===== config.mk =====
export PLATFORM = sky130hd
export DESIGN_NAME = boreal_biquad_cascade_flat
export DESIGN_NICKNAME = d
export VERILOG_FILES = /design/src/rtl/boreal_biquad_cascade_if.sv /design/src/rtl/boreal_biquad_cascade.sv /design/src/flat_wrapper.sv
export SDC_FILE = /design/constraint.sdc
export NUM_CORES = 2
export LEC_CHECK = 0
export CELL_PAD_IN_SITES_DETAIL_PLACEMENT = 1
export CELL_PAD_IN_SITES_GLOBAL_PLACEMENT = 2
export CORE_ASPECT_RATIO = 0.7
export CORE_UTILIZATION = 48
export CTS_CLUSTER_DIAMETER = 100
export DETAILED_ROUTE_END_ITERATION = 7
export DONT_BUFFER_PORTS = 1
export PLACE_DENSITY_LB_ADDON = 0.1
export SYNTH_ARGS = -nofsm -noshare
export SYNTH_HDL_FRONTEND = slang
export SYNTH_SLANG_ARGS = --single-unit

===== constraint.sdc =====
create_clock -name clk -period 31 [get_ports clk]
set_input_delay 1.55 -clock clk [delete_from_list [all_inputs] [get_ports clk]]
set_output_delay 1.55 -clock clk [all_outputs]
set_load 0.02 [all_outputs]

===== src/rtl/boreal_biquad_cascade_if.sv =====
`default_nettype none
// ============================================================================
// Module   : boreal_biquad_cascade_if
// Purpose  : Sample stream bundle for the biquad cascade. It carries an input
//            handshake (valid/ready, channel, sample) and an output strobe
//            (valid, channel, filtered sample).
// Ports    : in_valid/in_ready/in_ch/x_in   - offered sample and acceptance
//            out_valid/out_ch/y_out         - single-cycle result strobe
// Modports : master - sample producer / result consumer
//            slave  - the filter block
// Revision : 1.0 - initial release
// ============================================================================
interface boreal_biquad_cascade_if #(
    parameter int DATA_W = 24,
    parameter int CH_W   = 1
);
    logic                     in_valid;
    logic                     in_ready;
    logic [CH_W-1:0]          in_ch;
    logic signed [DATA_W-1:0] x_in;
    logic                     out_valid;
    logic [CH_W-1:0]          out_ch;
    logic signed [DATA_W-1:0] y_out;

    modport master (
        output in_valid, in_ch, x_in,
        input  in_ready, out_valid, out_ch, y_out
    );

    modport slave (
        input  in_valid, in_ch, x_in,
        output in_ready, out_valid, out_ch, y_out
    );
endinterface
`default_nettype wire


===== src/rtl/boreal_biquad_cascade.sv =====
`default_nettype none
// ============================================================================
// Module   : boreal_biquad_cascade
// Purpose  : Multi-channel cascade of NUM_SECTIONS Direct Form I biquads that
//            share one multiplier-accumulator. Each section output is rounded
//            half-up and saturated to DATA_W bits. Coefficients are shared by
//            all channels; histories are private to each channel.
// Ports    : clk, rst_n          - clock, asynchronous active-low reset
//            s (slave)           - sample in / result out stream
//            busy                - computation in progress
//            sat_flag / sat_clr  - sticky saturation flag and its clear
//            state_clr           - zero every history, abort in-flight sample
//            reg_addr/din/we     - coefficient write port (section*5+k)
//            reg_rdata           - combinational coefficient read-back
//            reg_err             - one-cycle pulse on a rejected write
// Revision : 1.0 - initial release
// ============================================================================
module boreal_biquad_cascade #(
    parameter int  DATA_W       = 24,
    parameter int  COEF_W       = 16,
    parameter int  COEF_FRAC    = 14,
    parameter int  NUM_SECTIONS = 4,
    parameter int  NUM_CH       = 2,
    parameter int  ACC_W        = 48,
    localparam int CH_W         = (NUM_CH > 1) ? $clog2(NUM_CH) : 1,
    localparam int ADDR_W       = $clog2(5*NUM_SECTIONS)
) (
    input  wire logic              clk,
    input  wire logic              rst_n,
    boreal_biquad_cascade_if.slave s,
    output logic                   busy,
    output logic                   sat_flag,
    input  wire logic              sat_clr,
    input  wire logic              state_clr,
    input  wire logic [ADDR_W-1:0] reg_addr,
    input  wire logic [COEF_W-1:0] reg_din,
    input  wire logic              reg_we,
    output logic [COEF_W-1:0]      reg_rdata,
    output logic                   reg_err
);
    localparam int NCOEF  = 5*NUM_SECTIONS;
    localparam int SEC_W  = (NUM_SECTIONS > 1) ? $clog2(NUM_SECTIONS) : 1;
    localparam int PROD_W = DATA_W + COEF_W;

    localparam logic signed [ACC_W-1:0]  c_max = {{(ACC_W-DATA_W+1){1'b0}}, {(DATA_W-1){1'b1}}};
    localparam logic signed [ACC_W-1:0]  c_min = {{(ACC_W-DATA_W+1){1'b1}}, {(DATA_W-1){1'b0}}};
    localparam logic signed [ACC_W-1:0]  c_rnd = {{(ACC_W-COEF_FRAC){1'b0}}, 1'b1, {(COEF_FRAC-1){1'b0}}};
    localparam logic signed [COEF_W-1:0] c_one = {{(COEF_W-COEF_FRAC-1){1'b0}}, 1'b1, {COEF_FRAC{1'b0}}};

    typedef enum logic [1:0] {
        S_IDLE  = 2'd0,
        S_MAC   = 2'd1,
        S_WRITE = 2'd2
    } state_t;

    state_t                   r_state;
    logic signed [COEF_W-1:0] r_coef [NCOEF];
    logic signed [DATA_W-1:0] r_x1 [NUM_CH][NUM_SECTIONS];
    logic signed [DATA_W-1:0] r_x2 [NUM_CH][NUM_SECTIONS];
    logic signed [DATA_W-1:0] r_y1 [NUM_CH][NUM_SECTIONS];
    logic signed [DATA_W-1:0] r_y2 [NUM_CH][NUM_SECTIONS];
    logic signed [DATA_W-1:0] r_x;      // input of the section being computed
    logic [CH_W-1:0]          r_ch;
    logic [SEC_W-1:0]         r_sec;
    logic [2:0]               r_k;
    logic signed [ACC_W-1:0]  r_acc;
    logic signed [DATA_W-1:0] r_y_out;
    logic [CH_W-1:0]          r_out_ch;
    logic                     r_out_valid;
    logic                     r_sat;
    logic                     r_err;

    logic [ADDR_W-1:0]        w_cidx;
    logic signed [DATA_W-1:0] w_opnd;
    logic signed [COEF_W-1:0] w_coef;
    logic signed [PROD_W-1:0] w_prod;
    logic signed [ACC_W-1:0]  w_prod_ext;
    logic signed [ACC_W-1:0]  w_sum;
    logic signed [ACC_W-1:0]  w_shift;
    logic signed [DATA_W-1:0] w_res;
    logic                     w_clamp;
    logic                     w_last_k;
    logic                     w_last_sec;
    logic                     w_ch_ok;
    logic                     w_addr_ok;
    logic                     w_sat_evt;

    assign w_cidx     = ADDR_W'(int'(r_sec) * 5 + int'(r_k));
    assign w_last_k   = (r_k == 3'd4);
    assign w_last_sec = (r_sec == SEC_W'(NUM_SECTIONS-1));
    assign w_ch_ok    = (int'(s.in_ch) < NUM_CH);
    assign w_addr_ok  = (int'(reg_addr) < NCOEF);

    // One product per MAC cycle; feedback terms are subtracted rather than
    // negating the coefficient, so a1/a2 = most-negative code stays exact.
    always_comb begin
        w_opnd = r_x;
        case (r_k)
            3'd1:    w_opnd = r_x1[r_ch][r_sec];
            3'd2:    w_opnd = r_x2[r_ch][r_sec];
            3'd3:    w_opnd = r_y1[r_ch][r_sec];
            3'd4:    w_opnd = r_y2[r_ch][r_sec];
            default: w_opnd = r_x;
        endcase
        w_coef     = r_coef[w_cidx];
        w_prod     = w_opnd * w_coef;
        w_prod_ext = {{(ACC_W-PROD_W){w_prod[PROD_W-1]}}, w_prod};
        w_sum      = (r_k >= 3'd3) ? (r_acc - w_prod_ext) : (r_acc + w_prod_ext);
        w_shift    = (w_sum + c_rnd) >>> COEF_FRAC;
        w_clamp    = 1'b1;
        if (w_shift > c_max) begin
            w_res = c_max[DATA_W-1:0];
        end else if (w_shift < c_min) begin
            w_res = c_min[DATA_W-1:0];
        end else begin
            w_res   = w_shift[DATA_W-1:0];
            w_clamp = 1'b0;
        end
    end

    assign w_sat_evt = (r_state == S_MAC) && w_last_k && w_clamp && !state_clr;

    always_ff @(posedge clk or negedge rst_n) begin
        if (!rst_n) begin
            r_state     <= S_IDLE;
            r_x         <= '0;
            r_ch        <= '0;
            r_sec       <= '0;
            r_k         <= '0;
            r_acc       <= '0;
            r_y_out     <= '0;
            r_out_ch    <= '0;
            r_out_valid <= 1'b0;
            r_sat       <= 1'b0;
            r_err       <= 1'b0;
            for (int i = 0; i < NCOEF; i++) begin
                r_coef[i] <= (i % 5 == 0) ? c_one : '0;
            end
            for (int c = 0; c < NUM_CH; c++) begin
                for (int j = 0; j < NUM_SECTIONS; j++) begin
                    r_x1[c][j] <= '0;
                    r_x2[c][j] <= '0;
                    r_y1[c][j] <= '0;
                    r_y2[c][j] <= '0;
                end
            end
        end else begin
            r_out_valid <= 1'b0;
            r_err       <= 1'b0;

            // Writes land on this edge, so a sample accepted on the same edge
            // already sees the new coefficient in its first MAC cycle.
            if (reg_we) begin
                if (r_state == S_IDLE && w_addr_ok) begin
                    r_coef[reg_addr] <= reg_din;
                end else begin
                    r_err <= 1'b1;
                end
            end

            if (w_sat_evt) begin
                r_sat <= 1'b1;
            end else if (sat_clr) begin
                r_sat <= 1'b0;
            end

            if (state_clr) begin
                r_state <= S_IDLE;
                for (int c = 0; c < NUM_CH; c++) begin
                    for (int j = 0; j < NUM_SECTIONS; j++) begin
                        r_x1[c][j] <= '0;
                        r_x2[c][j] <= '0;
                        r_y1[c][j] <= '0;
                        r_y2[c][j] <= '0;
                    end
                end
            end else begin
                case (r_state)
                    S_IDLE: begin
                        // Out-of-range channels are consumed without effect.
                        if (s.in_valid && w_ch_ok) begin
                            r_x     <= s.x_in;
                            r_ch    <= s.in_ch;
                            r_sec   <= '0;
                            r_k     <= '0;
                            r_acc   <= '0;
                            r_state <= S_MAC;
                        end
                    end
                    S_MAC: begin
                        if (!w_last_k) begin
                            r_acc <= w_sum;
                            r_k   <= r_k + 3'd1;
                        end else begin
                            r_x2[r_ch][r_sec] <= r_x1[r_ch][r_sec];
                            r_x1[r_ch][r_sec] <= r_x;
                            r_y2[r_ch][r_sec] <= r_y1[r_ch][r_sec];
                            r_y1[r_ch][r_sec] <= w_res;
                            r_x               <= w_res;
                            r_acc             <= '0;
                            r_k               <= '0;
                            if (w_last_sec) begin
                                r_y_out     <= w_res;
                                r_out_ch    <= r_ch;
                                r_out_valid <= 1'b1;
                                r_state     <= S_WRITE;
                            end else begin
                                r_sec <= r_sec + 1'b1;
                            end
                        end
                    end
                    S_WRITE: r_state <= S_IDLE;
                    default: r_state <= S_IDLE;
                endcase
            end
        end
    end

    assign s.in_ready  = (r_state == S_IDLE);
    assign busy        = (r_state != S_IDLE);
    assign s.out_valid = r_out_valid;
    assign s.out_ch    = r_out_ch;
    assign s.y_out     = r_y_out;
    assign sat_flag    = r_sat;
    assign reg_err     = r_err;
    assign reg_rdata   = w_addr_ok ? r_coef[reg_addr] : '0;
endmodule
`default_nettype wire


===== src/flat_wrapper.sv =====
// flat-port wrapper written by rule: the top's interface ports become plain ports
module boreal_biquad_cascade_flat 
#(
    parameter int  DATA_W       = 24,
    parameter int  COEF_W       = 16,
    parameter int  COEF_FRAC    = 14,
    parameter int  NUM_SECTIONS = 4,
    parameter int  NUM_CH       = 2,
    parameter int  ACC_W        = 48,
    localparam int CH_W         = (NUM_CH > 1) ? $clog2(NUM_CH) : 1,
    localparam int ADDR_W       = $clog2(5*NUM_SECTIONS)
)
  (clk, rst_n, busy, sat_flag, sat_clr, state_clr, reg_addr, reg_din, reg_we, reg_rdata, reg_err, s_in_valid, s_in_ch, s_x_in, s_in_ready, s_out_valid, s_out_ch, s_y_out);
  boreal_biquad_cascade_if #(.DATA_W(DATA_W), .CH_W((1))) s_i ();
  input  wire logic clk;
  input  wire logic rst_n;
  output logic busy;
  output logic sat_flag;
  input  wire logic sat_clr;
  input  wire logic state_clr;
  input  wire logic [ADDR_W-1:0] reg_addr;
  input  wire logic [COEF_W-1:0] reg_din;
  input  wire logic reg_we;
  output logic [COEF_W-1:0] reg_rdata;
  output logic reg_err;
  input wire logic [$bits(s_i.in_valid)-1:0] s_in_valid;
  input wire logic [$bits(s_i.in_ch)-1:0] s_in_ch;
  input wire logic [$bits(s_i.x_in)-1:0] s_x_in;
  output wire logic [$bits(s_i.in_ready)-1:0] s_in_ready;
  output wire logic [$bits(s_i.out_valid)-1:0] s_out_valid;
  output wire logic [$bits(s_i.out_ch)-1:0] s_out_ch;
  output wire logic [$bits(s_i.y_out)-1:0] s_y_out;
  assign s_i.in_valid = s_in_valid;
  assign s_i.in_ch = s_in_ch;
  assign s_i.x_in = s_x_in;
  assign s_in_ready = s_i.in_ready;
  assign s_out_valid = s_i.out_valid;
  assign s_out_ch = s_i.out_ch;
  assign s_y_out = s_i.y_out;
  boreal_biquad_cascade #(.DATA_W(DATA_W), .COEF_W(COEF_W), .COEF_FRAC(COEF_FRAC), .NUM_SECTIONS(NUM_SECTIONS), .NUM_CH(NUM_CH), .ACC_W(ACC_W)) u_core (.clk(clk), .rst_n(rst_n), .s(s_i), .busy(busy), .sat_flag(sat_flag), .sat_clr(sat_clr), .state_clr(state_clr), .reg_addr(reg_addr), .reg_din(reg_din), .reg_we(reg_we), .reg_rdata(reg_rdata), .reg_err(reg_err));
endmodule

### Word-level counts from Yosys, hierarchy flattened

Index checks and enable logic that the tools add are counted.

| word-level totals | value |
|---|---|
| bits in registers | 1196 |
| input bits | 52 |
| word-level logic and storage cells | 207 |

| cells by class | value |
|---|---|
| $add $sub $neg | 6 |
| multipliers | 2 |
| $lt $le $gt $ge | 11 |
| eq/ne operators | 12 |
| mux-type cells | 86 |
| bitwise gates (word level) | 5 |
| reductions and logical operators | 22 |

Operator list:

| cell | count |
|---|---|
| $mux 192 | 12 |
| $mux 96 | 13 |
| $bwmux 192 | 4 |
| $bwmux 320 | 1 |
| $mux 24 | 13 |
| $bmux 24 s2 | 4 |
| $bmux 16 s5 | 2 |
| $mux 48 | 3 |
| $demux 96 s1 | 1 |
| $mux 16 | 6 |
| $pmux 24 s4 | 1 |
| $pmux 48 s2 | 1 |
| $demux 16 s5 | 1 |
| $add 48x15->48 const B | 1 |
| $add 48x40->48 | 1 |
| $demux 24 s2 | 1 |
| $pmux 24 s2 | 1 |
| $sub 48x40->48 | 1 |
| $mul 24x16->40 | 1 |
| $gt 34x24->1 const B | 1 |
| $lt 34x24->1 const B | 1 |
| $mux 2 | 7 |
| $ge 6x6->1 const B | 2 |
| $not 5->6 | 2 |
| other kinds (35) | 63 |

### Logic depth before layout (Yosys ltp)

| depth | value |
|---|---|
| word-level depth | 19 |
| depth in mapped cells | 58 |

### Worst setup path after synthesis

Ideal clock, no wire load.

| path | value |
|---|---|
| kind | register to register |
| start point | reg u_core.r_ch |
| end point | reg u_core.r_x[11] |
| data arrival time | 14058 ps |
| setup slack | 16816 ps |
| cell stages (with the launch flop) | 52 |
| path buffers | 9 |
| period minus slack after synthesis | 14184 ps |
| cell sequence | dfrtp_1 > buf_2 > clkbuf_1 > buf_1 > buf_1 > buf_1 > mux4_2 > mux2i_1 > o22ai_1 > o21ai_0 > o21ai_1 > inv_1 > nor2_1 > fa_1 > inv_1 > fa_1 > fa_1 > fa_1 > (+16 left out) > nand2_1 > xor2_1 > ha_1 > clkbuf_1 > and3_1 > nand3_1 > o311ai_0 > o21ai_0 > o311ai_1 > nand2_1 > nor4_1 > xnor2_1 > xor2_1 > a31o_2 > and2_1 > clkbuf_1 > buf_2 > a221o_1 |

| on the way | value |
|---|---|
| cells in the longest elaborated chain, start to end | 17 |
| elaborated cells on any way between the ends | 37 |
| classes of those cells | add/sub (3); mul (1); order compare (2); mux (30); bitwise (1) |

Ends and longest elaborated chain:

| item | RTL line | RTL |
|---|---|---|
| from (decl) | boreal_biquad_cascade.sv:63 | `logic [CH_W-1:0] r_ch;` |
| from (signal assigned) | boreal_biquad_cascade.sv:183 | `r_ch <= s.in_ch;` |
| $not 1->2 (not written as such) (*) | n/a |  |
| $mux 96, on equally long branches (3 in series) | n/a |  |
| $bmux 24 s2, on equally long branches | n/a |  |
| $mux 24, on equally long branches (2 in series) | n/a |  |
| $pmux 24 s4 (*) | boreal_biquad_cascade.sv:98 | `case (r_k)` |
| $mul 24x16->40 (*) | boreal_biquad_cascade.sv:106 | `w_prod = w_opnd * w_coef;` |
| $add 48x40->48 or $sub 48x40->48 (tied branches) | boreal_biquad_cascade.sv:108 | `w_sum = (r_k >= 3'd3) ? (r_acc - w_prod_ext) : (r_acc + w_prod_ext);` |
| $mux 48 (*) | boreal_biquad_cascade.sv:108 |  |
| $add 48x15->48 (*) | boreal_biquad_cascade.sv:109 | `w_shift = (w_sum + c_rnd) >>> COEF_FRAC;` |
| $lt 34x24->1 | boreal_biquad_cascade.sv:113 | `end else if (w_shift < c_min) begin` |
| $mux 24 | boreal_biquad_cascade.sv:113 |  |
| $mux 24 (*) | boreal_biquad_cascade.sv:111 | `if (w_shift > c_max) begin` |
| $mux 24 (*) | boreal_biquad_cascade.sv:191 | `if (!w_last_k) begin` |
| $pmux 24 s2 (*) | boreal_biquad_cascade.sv:178 | `case (r_state)` |
| to (signal assigned) | boreal_biquad_cascade.sv:182 | `r_x <= s.x_in;` |
| to (signal assigned) | boreal_biquad_cascade.sv:199 | `r_x <= w_res;` |
| to (decl) | boreal_biquad_cascade.sv:62 | `logic signed [DATA_W-1:0] r_x;` |

Every way passes the cells marked *; elsewhere a longest branch is shown, timed or not. The select of a mux whose other input is x is not followed.
A chain may end at the register's enable or synchronous reset.

### Worst setup path after layout

| path | value |
|---|---|
| start point | reg u_core.r_sec[0] |
| end point | reg u_core.r_y1[75] (netlist bit) |

| on the way | value |
|---|---|
| cells in the longest elaborated chain, start to end | 17 |
| elaborated cells on any way between the ends | 40 |
| classes of those cells | add/sub (4); mul (2); order compare (4); mux (27); bitwise (2); reduce/logical (1) |

Ends and longest elaborated chain:

| item | RTL line | RTL |
|---|---|---|
| from (decl) | boreal_biquad_cascade.sv:64 | `logic [SEC_W-1:0] r_sec;` |
| from (signal assigned) | boreal_biquad_cascade.sv:208 | `r_sec <= r_sec + 1'b1;` |
| $mul 2x3->5 | boreal_biquad_cascade.sv:88 | `assign w_cidx = ADDR_W'(int'(r_sec) * 5 + int'(r_k));` |
| $add 5x4->5 | boreal_biquad_cascade.sv:88 |  |
| $not 5->6 (not written as such) | boreal_biquad_cascade.sv:105 | `w_coef = r_coef[w_cidx];` |
| $bmux 16 s5 | boreal_biquad_cascade.sv:105 |  |
| $mux 16 (not written as such) (2 in series) | boreal_biquad_cascade.sv:105 |  |
| $mul 24x16->40 | boreal_biquad_cascade.sv:106 |  |
| $add 48x40->48 or $sub 48x40->48 (tied branches) | boreal_biquad_cascade.sv:108 |  |
| $mux 48 | boreal_biquad_cascade.sv:108 |  |
| $add 48x15->48 | boreal_biquad_cascade.sv:109 |  |
| $lt 34x24->1 | boreal_biquad_cascade.sv:113 |  |
| $mux 24 | boreal_biquad_cascade.sv:113 |  |
| $mux 24 | boreal_biquad_cascade.sv:111 |  |
| $bwmux 192 (*) | boreal_biquad_cascade.sv:198 | `r_y1[r_ch][r_sec] <= w_res;` |
| $mux 192 (*) | boreal_biquad_cascade.sv:191 |  |
| $mux 192 (*) | boreal_biquad_cascade.sv:178 |  |
| $mux 192 (*) | boreal_biquad_cascade.sv:167 | `if (state_clr) begin` |
| to (signal, indexed assignment) | boreal_biquad_cascade.sv:198 |  |
| to (decl) | boreal_biquad_cascade.sv:60 | `logic signed [DATA_W-1:0] r_y1 [NUM_CH][NUM_SECTIONS];` |

Marks and branches as above.

==> results.md <==
- Slew Viols, Final: 157
- Share of the synthesized area in the top cell type: 0.396
- Final hold violations: 0
- Synth Flop Type: dfrtp_1
- DRC errors left: 0
- Worst Path Arrival: 19.85 ns
- Critical path type: flip-flop to flip-flop
- Final wirelength: 276000 um
- Final Wtd Congestion: 0.955
- Vias in the first global route: 59800
- Fillers: 16500
- Worst setup EP type: flip-flop
- Crit path max fanout: 46
- Synth async-reset ratio: 1.00
- CTS max path bufs: 3
- Critical Path Source Type: flip-flop
- Tmin final: 19.13 ns
- Via count: 57700
- Iteration-0 DRC Markers: 6032
- Chip height: 333 um
- Gate Count Post-Synth: 6984
- Yosys top cell by area: dfrtp_1
- CP Buf/Inv Count: 9
- Netlist cell types: 104
- Avg Cell Area, Syn: 10.8 um2
- CP most frequent cell: fa_1
- Slew Limit Headroom: -0.246
- First-pass GRT wire length: 414000 um
- Vias/cell: 6.44
- GRT overflow: 0
- TritonCTS clock tree: yes
- CTS resizes: 0
- Seq/Total Area, Yosys: 0.398
- Die X: 475 um
- Clock-pin transition on the worst setup and hold timing paths: 0.06 ns
- Rows: 121
- Net Count, Synth: 7574
- Starting Density: 0.484
- Layout cell share with drive strength beyond 1: 0.172
- H-tree Lvls: 4
- CTS Hold Bufs: 0
- Number of top-level pins: 98
- Top-count cell post-synth: dfrtp_1
- Yosys warns: 0
- Ranking of synthesized cells by area: dfrtp_1 40%, mux4_2 11%, fa_1 10%, mux2_2 5.1%, nand2_1 4.6%
- Clock root buffer: clkbuf_16
- GRT Total Usage: 0.355
- Routed Antenna Nets: 0
- Area growth, synth to finish: 8.70%
- Post-CTS Setup Bufs: 0
- Core area: 155000 um2
- Hold Path Class: flip-flop to flip-flop
- TritonCTS Buffers: 130
- CP peak stage delay: 0.98 ns
- Setup Total Neg Slack: 0 ns
- Worst slew pin tran: 1.87 ns
- Status: finished, violations left
- Period Utilization, post-route: 0.617
- Clk Latency, worst-skew pair: 0.80 ns
- Die area: 158000 um2
- Failing checks: max-slew violations
- Pin count of the biggest net entering global routing: 365
- Final Setup Violations: 0
- Highest-delay cell along the critical path: nor3b_2
- Max Freq: 0.0523 GHz
- Avg WL per Cell: 30.8 um
- RSZ-0062 raised after global routing: false
- Yosys reg bits: 1196
- CP top delay family: compound AO/OA/AOI/OAI gates
- Initial antenna violation count: 36
- Synth cell count leaders: 1192 x dfrtp_1, 917 x nand2_1, 534 x nor2_1, 492 x inv_1, 431 x o21ai_0
- CP required: 31.71 ns
- Detailed placement HPWL: 189000 um
- Clock sink count: 1196
- Maxcap violations: 0
- Port Buffers: 0
- EDFF count, synth: 0
- Nets: 7344
- Cell area after synthesis: 75200 um2
- Layout Skew: 0.0271 ns
- DR pass1 iterations: 5
-- area by class of cell --
type | count | area, um2 | area share
well taps | 2091 | 2620 | 0.0320
diodes | 16 | 40.0 | 0.000489
repair buffers | 160 | 1270 | 0.0155
clock inverters | 41 | 504 | 0.00616
clock buffers | 190 | 3770 | 0.0461
inverters | 494 | 1860 | 0.0227
flip-flops and latches | 1196 | 29900 | 0.366
multi-input cells | 4772 | 41800 | 0.511
-- through the flow --
stage          instance area, um2  setup slack, ns  std cells  utilization  hold WS [ns]
6_report                    81800            11.87       8960        0.526         0.475
5_1_grt                     81800            11.02       8956        0.526         0.502
4_1_cts                     81700            12.24       8943        0.526         0.478
3_5_place_dp                77500            12.31       8712        0.498         0.465
3_3_place_gp                77500            12.71       8712        0.498         0.456
2_1_floorplan               75200            16.82       6984            -         0.442
-- path summary, 6_finish.rpt --
kind | endpoint | cells past startpoint | slack [ns] | from
max in group asynchronous | u_core.r_x1[2]$_DFFE_PN0P_ | 6 | 25.58 | rst_n
max | u_core.r_y1[75]$_DFFE_PN0P_ | 50 | 11.87 | u_core.r_sec[0]$_DFFE_PN0P_
min in group asynchronous | u_core.r_coef[241]$_DFFE_PN0P_ | 1 | 0.76 | rst_n
min reg2reg | u_core.r_y2[117]$_DFFE_PN0P_ | 2 | 0.48 | u_core.r_y2[117]$_DFFE_PN0P_
min | u_core.r_y2[117]$_DFFE_PN0P_ | 2 | 0.48 | u_core.r_y2[117]$_DFFE_PN0P_
max reg2reg | u_core.r_y1[75]$_DFFE_PN0P_ | 50 | 11.87 | u_core.r_sec[0]$_DFFE_PN0P_
-- cell families (layout without fill, tap and decap cells) --
logic type,count (synthesis),after routing,synth area share
muxes,848,848,0.178
AOI/OAI and AO/OA,1451,1451,0.127
buffers and inverters,1016,885,0.0516
other,0,16,0
and+or+nand+nor,1799,1799,0.102
xor gates and xnor gates,136,136,0.0159
DFF,1196,1196,0.398
adders and majority gates,538,538,0.127
-- worst register-to-register path: cells and delay by family, from the launching register on --
family / cells / cell delay, ns
adder cells (fa/ha/maj): 11 / 4.21
multiplexers: 1 / 0.32
buffers and inverters: 9 / 2.42
AO/OA/AOI/OAI: 17 / 6.82
flip-flops: 1 / 0.94
XOR/XNOR: 4 / 1.23
AND/OR/NAND/NOR: 8 / 3.06
-- cells in the final DEF (no fill, tap or decap), types with 82 or more instances in the layout --
cell and n:
a211oi_1 238, a21oi_1 268, a22o_1 189, buf_4 154
clkbuf_16 133, dfrtp_1 1190, fa_1 376, ha_1 160
inv_1 492, mux2_2 338, mux2i_1 142, mux4_2 361
nand2_1 912, nor2_1 521, o21ai_0 420, xnor2_1 82
-- sequential cells by signal, summed over array words and instances, names as in the netlist, 2 cells and up --
name	count
u_core.r_acc	48
u_core.r_coef	320
u_core.r_k	3
u_core.r_sec	2
u_core.r_state	2
u_core.r_x	24
u_core.r_x1	192
u_core.r_x2	192
u_core.r_y1	192
u_core.r_y2	192
u_core.s.y_out	24
-- per-layer routing --
metal | up-vias | wire [um] | track usage
li1 | 24100 | - | -
met3 | 320 | 26000 | 0.0890
met2 | 2281 | 115000 | 0.486
met5 | - | 42 | 0
met4 | 6 | 5970 | 0.0859
met1 | 31100 | 129000 | 0.558
Power is not shown: default switching activity piles up to over one toggle a cycle in this logic, so the estimate is an artifact.
